===== src/rtl/tmr_pkg.sv =====
// Shared lane codes and monitor FSM states for the TMR vote monitor and its voter.
package tmr_pkg;

  localparam logic [1:0] LANE_A     = 2'd0;
  localparam logic [1:0] LANE_B     = 2'd1;
  localparam logic [1:0] LANE_C     = 2'd2;
  localparam logic [1:0] LANE_MULTI = 2'd3;

  typedef enum logic {
    IDLE = 1'b0,
    HOLD = 1'b1
  } state_t;

endpackage


===== src/rtl/tmr_majority.sv =====
// Combinational three-lane voter: bitwise majority, disagreement mask and the
// lane that is out of step (LANE_MULTI when different bits blame different lanes).
module tmr_majority
  import tmr_pkg::*;
#(
  parameter int WIDTH = 8
) (
  input  logic [WIDTH-1:0] a_i,
  input  logic [WIDTH-1:0] b_i,
  input  logic [WIDTH-1:0] c_i,
  output logic [WIDTH-1:0] voted_o,
  output logic [WIDTH-1:0] mask_o,
  output logic [1:0]       lane_o
);

  logic [WIDTH-1:0] odd_a;
  logic [WIDTH-1:0] odd_b;
  logic [WIDTH-1:0] odd_c;

  assign voted_o = (a_i & b_i) | (a_i & c_i) | (b_i & c_i);
  assign mask_o  = (a_i ^ b_i) | (a_i ^ c_i);

  // With binary lanes every disagreeing bit has exactly one odd lane.
  assign odd_a = (a_i ^ b_i) & (a_i ^ c_i);
  assign odd_b = (b_i ^ a_i) & (b_i ^ c_i);
  assign odd_c = (c_i ^ a_i) & (c_i ^ b_i);

  always_comb begin
    // NOTE: assign a default first so every path drives lane_o and no latch is inferred.
    lane_o = LANE_MULTI;
    if (mask_o == '0) begin
      lane_o = LANE_A;
    end else if (odd_a == mask_o) begin
      lane_o = LANE_A;
    end else if (odd_b == mask_o) begin
      lane_o = LANE_B;
    end else if (odd_c == mask_o) begin
      lane_o = LANE_C;
    end
  end

endmodule


===== src/rtl/tmr_vote_monitor.sv =====
// Majority voter with SEU statistics and a valid/ready event channel.
// Define TMR_VOTE_REG_EN to register voted_o (one cycle of latency).
module tmr_vote_monitor
  import tmr_pkg::*;
#(
  parameter int WIDTH = 8,
  parameter int CNT_W = 8
) (
  input  logic             clk,
  input  logic             rstn,
  input  logic [WIDTH-1:0] a_i,
  input  logic [WIDTH-1:0] b_i,
  input  logic [WIDTH-1:0] c_i,
  input  logic             chk_en_i,
  input  logic             clr_i,
  output logic [WIDTH-1:0] voted_o,
  output logic             tmr_err_o,
  output logic [CNT_W-1:0] err_cnt_o,
  output logic             evt_valid_o,
  input  logic             evt_ready_i,
  output logic [1:0]       evt_lane_o,
  output logic [WIDTH-1:0] evt_mask_o,
  output logic             evt_ovf_o
);

  logic [WIDTH-1:0] voted_c;
  logic [WIDTH-1:0] mask_c;
  logic [1:0]       lane_c;
  logic             err;
  logic             load;

  state_t           state_q, state_d;
  logic             tmr_err_q;
  logic [CNT_W-1:0] cnt_q, cnt_d;
  logic [1:0]       lane_q, lane_d;
  logic [WIDTH-1:0] mask_q, mask_d;
  logic             ovf_q, ovf_d;

  tmr_majority #(.WIDTH(WIDTH)) u_majority (
    .a_i     (a_i),
    .b_i     (b_i),
    .c_i     (c_i),
    .voted_o (voted_c),
    .mask_o  (mask_c),
    .lane_o  (lane_c)
  );

  assign err = chk_en_i & (|mask_c);

  always_comb begin
    state_d = state_q;
    cnt_d   = cnt_q;
    lane_d  = lane_q;
    mask_d  = mask_q;
    ovf_d   = ovf_q;
    load    = 1'b0;

    case (state_q)
      IDLE: begin
        if (err) begin
          state_d = HOLD;
          load    = 1'b1;
        end
      end
      HOLD: begin
        // A handshake frees the slot, so a concurrent error reloads with no bubble.
        if (evt_ready_i) begin
          if (err) load = 1'b1;
          else     state_d = IDLE;
        end else if (err) begin
          ovf_d = 1'b1;
        end
      end
      default: state_d = IDLE;
    endcase

    if (load) begin
      lane_d = lane_c;
      mask_d = mask_c;
    end

    // Clear dominates the sticky overflow; the counter still records this cycle's error.
    if (clr_i) begin
      ovf_d = 1'b0;
      cnt_d = err ? CNT_W'(1) : '0;
    end else if (err && (cnt_q != '1)) begin
      cnt_d = cnt_q + CNT_W'(1);
    end
  end

  always_ff @(posedge clk or negedge rstn) begin
    if (!rstn) begin
      state_q   <= IDLE;
      tmr_err_q <= 1'b0;
      cnt_q     <= '0;
      lane_q    <= LANE_A;
      mask_q    <= '0;
      ovf_q     <= 1'b0;
    end else begin
      // NOTE: non-blocking assignments keep every register sampling pre-edge values.
      state_q   <= state_d;
      tmr_err_q <= err;
      cnt_q     <= cnt_d;
      lane_q    <= lane_d;
      mask_q    <= mask_d;
      ovf_q     <= ovf_d;
    end
  end

`ifdef TMR_VOTE_REG_EN
  logic [WIDTH-1:0] voted_q;

  always_ff @(posedge clk or negedge rstn) begin
    if (!rstn) voted_q <= '0;
    else       voted_q <= voted_c;
  end

  assign voted_o = voted_q;
`else
  assign voted_o = voted_c;
`endif

  assign tmr_err_o   = tmr_err_q;
  assign err_cnt_o   = cnt_q;
  assign evt_valid_o = (state_q == HOLD);
  assign evt_lane_o  = lane_q;
  assign evt_mask_o  = mask_q;
  assign evt_ovf_o   = ovf_q;

endmodule


===== config.mk =====
export PLATFORM = sky130hd
export DESIGN_NAME = tmr_vote_monitor
export DESIGN_NICKNAME = d
export VERILOG_FILES = /design/src/rtl/tmr_pkg.sv /design/src/rtl/tmr_majority.sv /design/src/rtl/tmr_vote_monitor.sv
export SDC_FILE = /design/constraint.sdc
export NUM_CORES = 1
export LEC_CHECK = 0
export ABC_AREA = 1
export CORE_ASPECT_RATIO = 1.25
export CORE_MARGIN = 5
export CORE_UTILIZATION = 50
export DETAILED_ROUTE_END_ITERATION = 6
export PLACE_DENSITY_LB_ADDON = 0.25
export SKIP_CTS_REPAIR_TIMING = 1
export SYNTH_ARGS = -nofsm -noshare
export SYNTH_HDL_FRONTEND = slang
export SYNTH_SLANG_ARGS = --single-unit

===== constraint.sdc =====
create_clock -name clk -period 1.9 [get_ports clk]
set_input_delay 0.38 -clock clk [delete_from_list [all_inputs] [get_ports clk]]
set_output_delay 0.38 -clock clk [all_outputs]
set_load 0.01 [all_outputs]

==> impl_metrics.csv <==
group,metric,value,unit
clock_network,clkSlewWorstSetupHoldPaths,0.08,ns
sta,grt_setup_unrepaired,"false",
grt,antenna_found_initial,0,
logic_synthesis,ys_seq_area_frac,0.303,
grt,grt_usage,0.163,
clock_network,cts_root_buffer,"clkbuf_8",
setup_path,arrival,1.94,ns
outcome,status,"finished, final reports clean",
clock_network,numClockSinks,21,
setup_path,reg2reg_depth,8,
clock_network,cts_buffers,3,
setup_path,r2r_slack,0.40,ns
grt,grt_pass1_wl,6380,microns
route,ant_nets,0,
floorplan,core_area,0.00342,sq mm
finish,final_cells,339,
sta,fin_crit,1.74,ns
sta,worst_pin_slew,0.414,ns
route,wl_per_cell,13.2,microns
setup_path,crit_type,"in2reg",
sta,setup_viol,0,
place,portBuffers,57,
setup_path,cp.required,2.10,ns
power_and_ir_drop,pwr-share-comb,0.414,
logic_synthesis,ys_seq_elements,21,
route,wl,4470,microns
logic_synthesis,yosys_warnings,0,
setup_path,path_delay_family,"simple AND/OR/NAND/NOR gates",
floorplan,die_area,0.00475,sq mm
clock_network,h-tree-depth,1,
setup_path,start_kind,"input pin",
finish,nets,363,
finish,stdcell_area,0.00275,sq mm
setup_path,crit_buf_inv,4,
logic_synthesis,synth_area,0.00173,sq mm
clock_network,clock_latency,0.26,ns
place,placed_area,0.00240,sq mm
floorplan,die_h,75.8,microns
clock_network,cts_buffer_depth,2,
setup_path,crit_path_top_delay_cell,"ha_1",
finish,antenna_cells,0,
finish,final_cell_mix,"nand2_1 (68), dlymetal6s2s_1 (32), clkdlybuf4s50_1 (25), inv_1 (22), dfrtp_1 (21)",
floorplan,ioPinCount,58,
route,route.detailed.drc,0,
logic_synthesis,synthCells,229,
power_and_ir_drop,p_clk_frac,0.210,
worst_hold_path,hold_path.class,"in2async",
flow_run,timing.max_cap.violations,0,
logic_synthesis,synth_area_per_cell,7.57,sq um
power_and_ir_drop,internal_power,0.000942,W
clock_network,cts_tree,"built",
finish,drive_gt1_frac,0.157,
power_and_ir_drop,vdd_drop_max,0.453,mV
setup_path,r2r_start,"err_cnt_o[0]",
route,dr_total_vias,1741,
setup_path,cp.depth,13,
sta,finalSetupTns,0,ns
finish,syn_to_final_growth,58.6,%
place,gp_congestion,0.807,
setup_path,worstReg2RegEnd,"err_cnt_o[0]",
route,drt_iter0_markers,63,
sta,slew_viol_final,0,
setup_path,cp-end-kind,"flip-flop",
power_and_ir_drop,swShare,0.326,
setup_path,crit_top_cell,"nand2_1",
sta,finClkSkew,0.00215,ns
grt,grt_pass1_vias,1590,
power_and_ir_drop,pwr-share-seq,0.376,
route,viasPerCell,5.14,
finish,layout_commonest_cell,"nand2_1",
floorplan,row_count,24,
logic_synthesis,synth_cell_type_count,21,
setup_path,worstPathCellList,"dlymetal6s2s_1, ha_1, inv_1, ha_2, nand2_1, nor2_1, nand2_1, nand2_2, clkinv_4, nand2_8, buf_6, nand3_1, nand2_1",
grt,grt_overflow,0,
power_and_ir_drop,p_per_area,508,mW/mm^2
setup_path,worstPathMaxFanout,6,
floorplan,die_w,62.7,microns
sta,fmax,575,MHz
power_and_ir_drop,leakagePower,1.55,nW
grt,grt_max_degree,22,
sta,finalWorstSetupSlack,0.162,ns
logic_synthesis,syn-num-nets,291,
place,place_ws,-0.418,ns
sta,hold_violations,0,
route,dr.pass1.iters,4,
sta,period_share,0.915,
power_and_ir_drop,netSwitchingPower,0.000455,W
place,hpwlAfterDp,3230,microns
sta,maxSlewHeadroom,0.724,
setup_path,slowest_delay,0.31,ns
floorplan,start_util,0.506,
place,placed_cells,332,
routing by layer:
metal  global-route usage  share of wire
met5                    0              0
met4               0.0542          0.019
met2                0.338           0.57
met1                0.167           0.37
met3               0.0236          0.038
worst max path at each step:
| stage | start | endpoint | slack, ns |
|---|---|---|---|
| after global routing | a_i[3] | err_cnt_o[1] | 0.06 |
| final | a_i[3] | err_cnt_o[0] | 0.16 |
| after floorplan | a_i[6] | err_cnt_o[0] | 0.22 |
| after CTS | b_i[5] | voted_o[5] | -0.37 |
| after global placement | a_i[2] | err_cnt_o[7] | -0.40 |
| after detailed placement | a_i[2] | err_cnt_o[6] | -0.42 |
synth_stat cells:
master | number | area (sq um)
nand3_1 | 10 | 50.1
o21a_1 | 1 | 7.51
nand3_2 | 1 | 10.0
inv_1 | 24 | 90.1
dfrtp_1 | 21 | 526
nor2_1 | 18 | 67.6
nand2_2 | 4 | 25.0
buf_2 | 1 | 5.00
nor3_1 | 3 | 15.0
ha_1 | 33 | 413
buf_6 | 2 | 22.5
nand2_1 | 70 | 263
inv_4 | 1 | 6.26
nand4_1 | 1 | 6.26
xor2_1 | 3 | 26.3
a21oi_1 | 2 | 10.0
o21ai_1 | 2 | 10.0
or3_1 | 8 | 50.1
o21ai_0 | 20 | 100
nand2_4 | 1 | 11.3
nor2_2 | 3 | 18.8
flip-flops by register name, summed over array words and instances, names as in the netlist:
register and count:
evt_lane_o 2, evt_mask_o 8, evt_valid_o 1, err_cnt_o 8, evt_ovf_o 1, tmr_err_o 1
area by class of cell:
class                           count  area [sq um]
Fill cell                         238           676
Inverter                           25          98.8
Multi-Input combinational cell    180          1280
Sequential cell                    21           526
Tap cell                           39          48.8
Timing Repair Buffer               70           752
Clock inverter                      1          5.00
Clock buffer                        3          41.3
cell families after synthesis:
| group | synth area share |
|---|---|
| AND/OR/NAND/NOR | 0.298 |
| adder cells (fa/ha/maj) | 0.238 |
| buffers and inverters | 0.0715 |
| AO/OA/AOI/OAI | 0.0737 |
| flip-flops | 0.303 |
| XOR/XNOR | 0.0152 |
power groups by stage:
stage	combinational, W	sequential (W)	clock, W
3_5_place_dp	0.000525	0.000532	0
3_3_place_gp	0.000513	0.000531	0
2_1_floorplan	0.000237	0.000547	0
6_report	0.000579	0.000525	0.000293
4_1_cts	0.000529	0.000524	0.000298
5_1_grt	0.000650	0.000531	0.000317
stage by stage:
step / hold slack, ns / total power, W / util
after floorplan: 0.0844 / 0.000785 / -
after global placement: 0.466 / 0.00104 / 0.701
after detailed placement: 0.469 / 0.00106 / 0.701
after CTS: 0.477 / 0.00135 / 0.715
after global routing: 0.494 / 0.00150 / 0.803
final: 0.471 / 0.00140 / 0.803
Note: power is estimated with default switching activity, not from simulation.
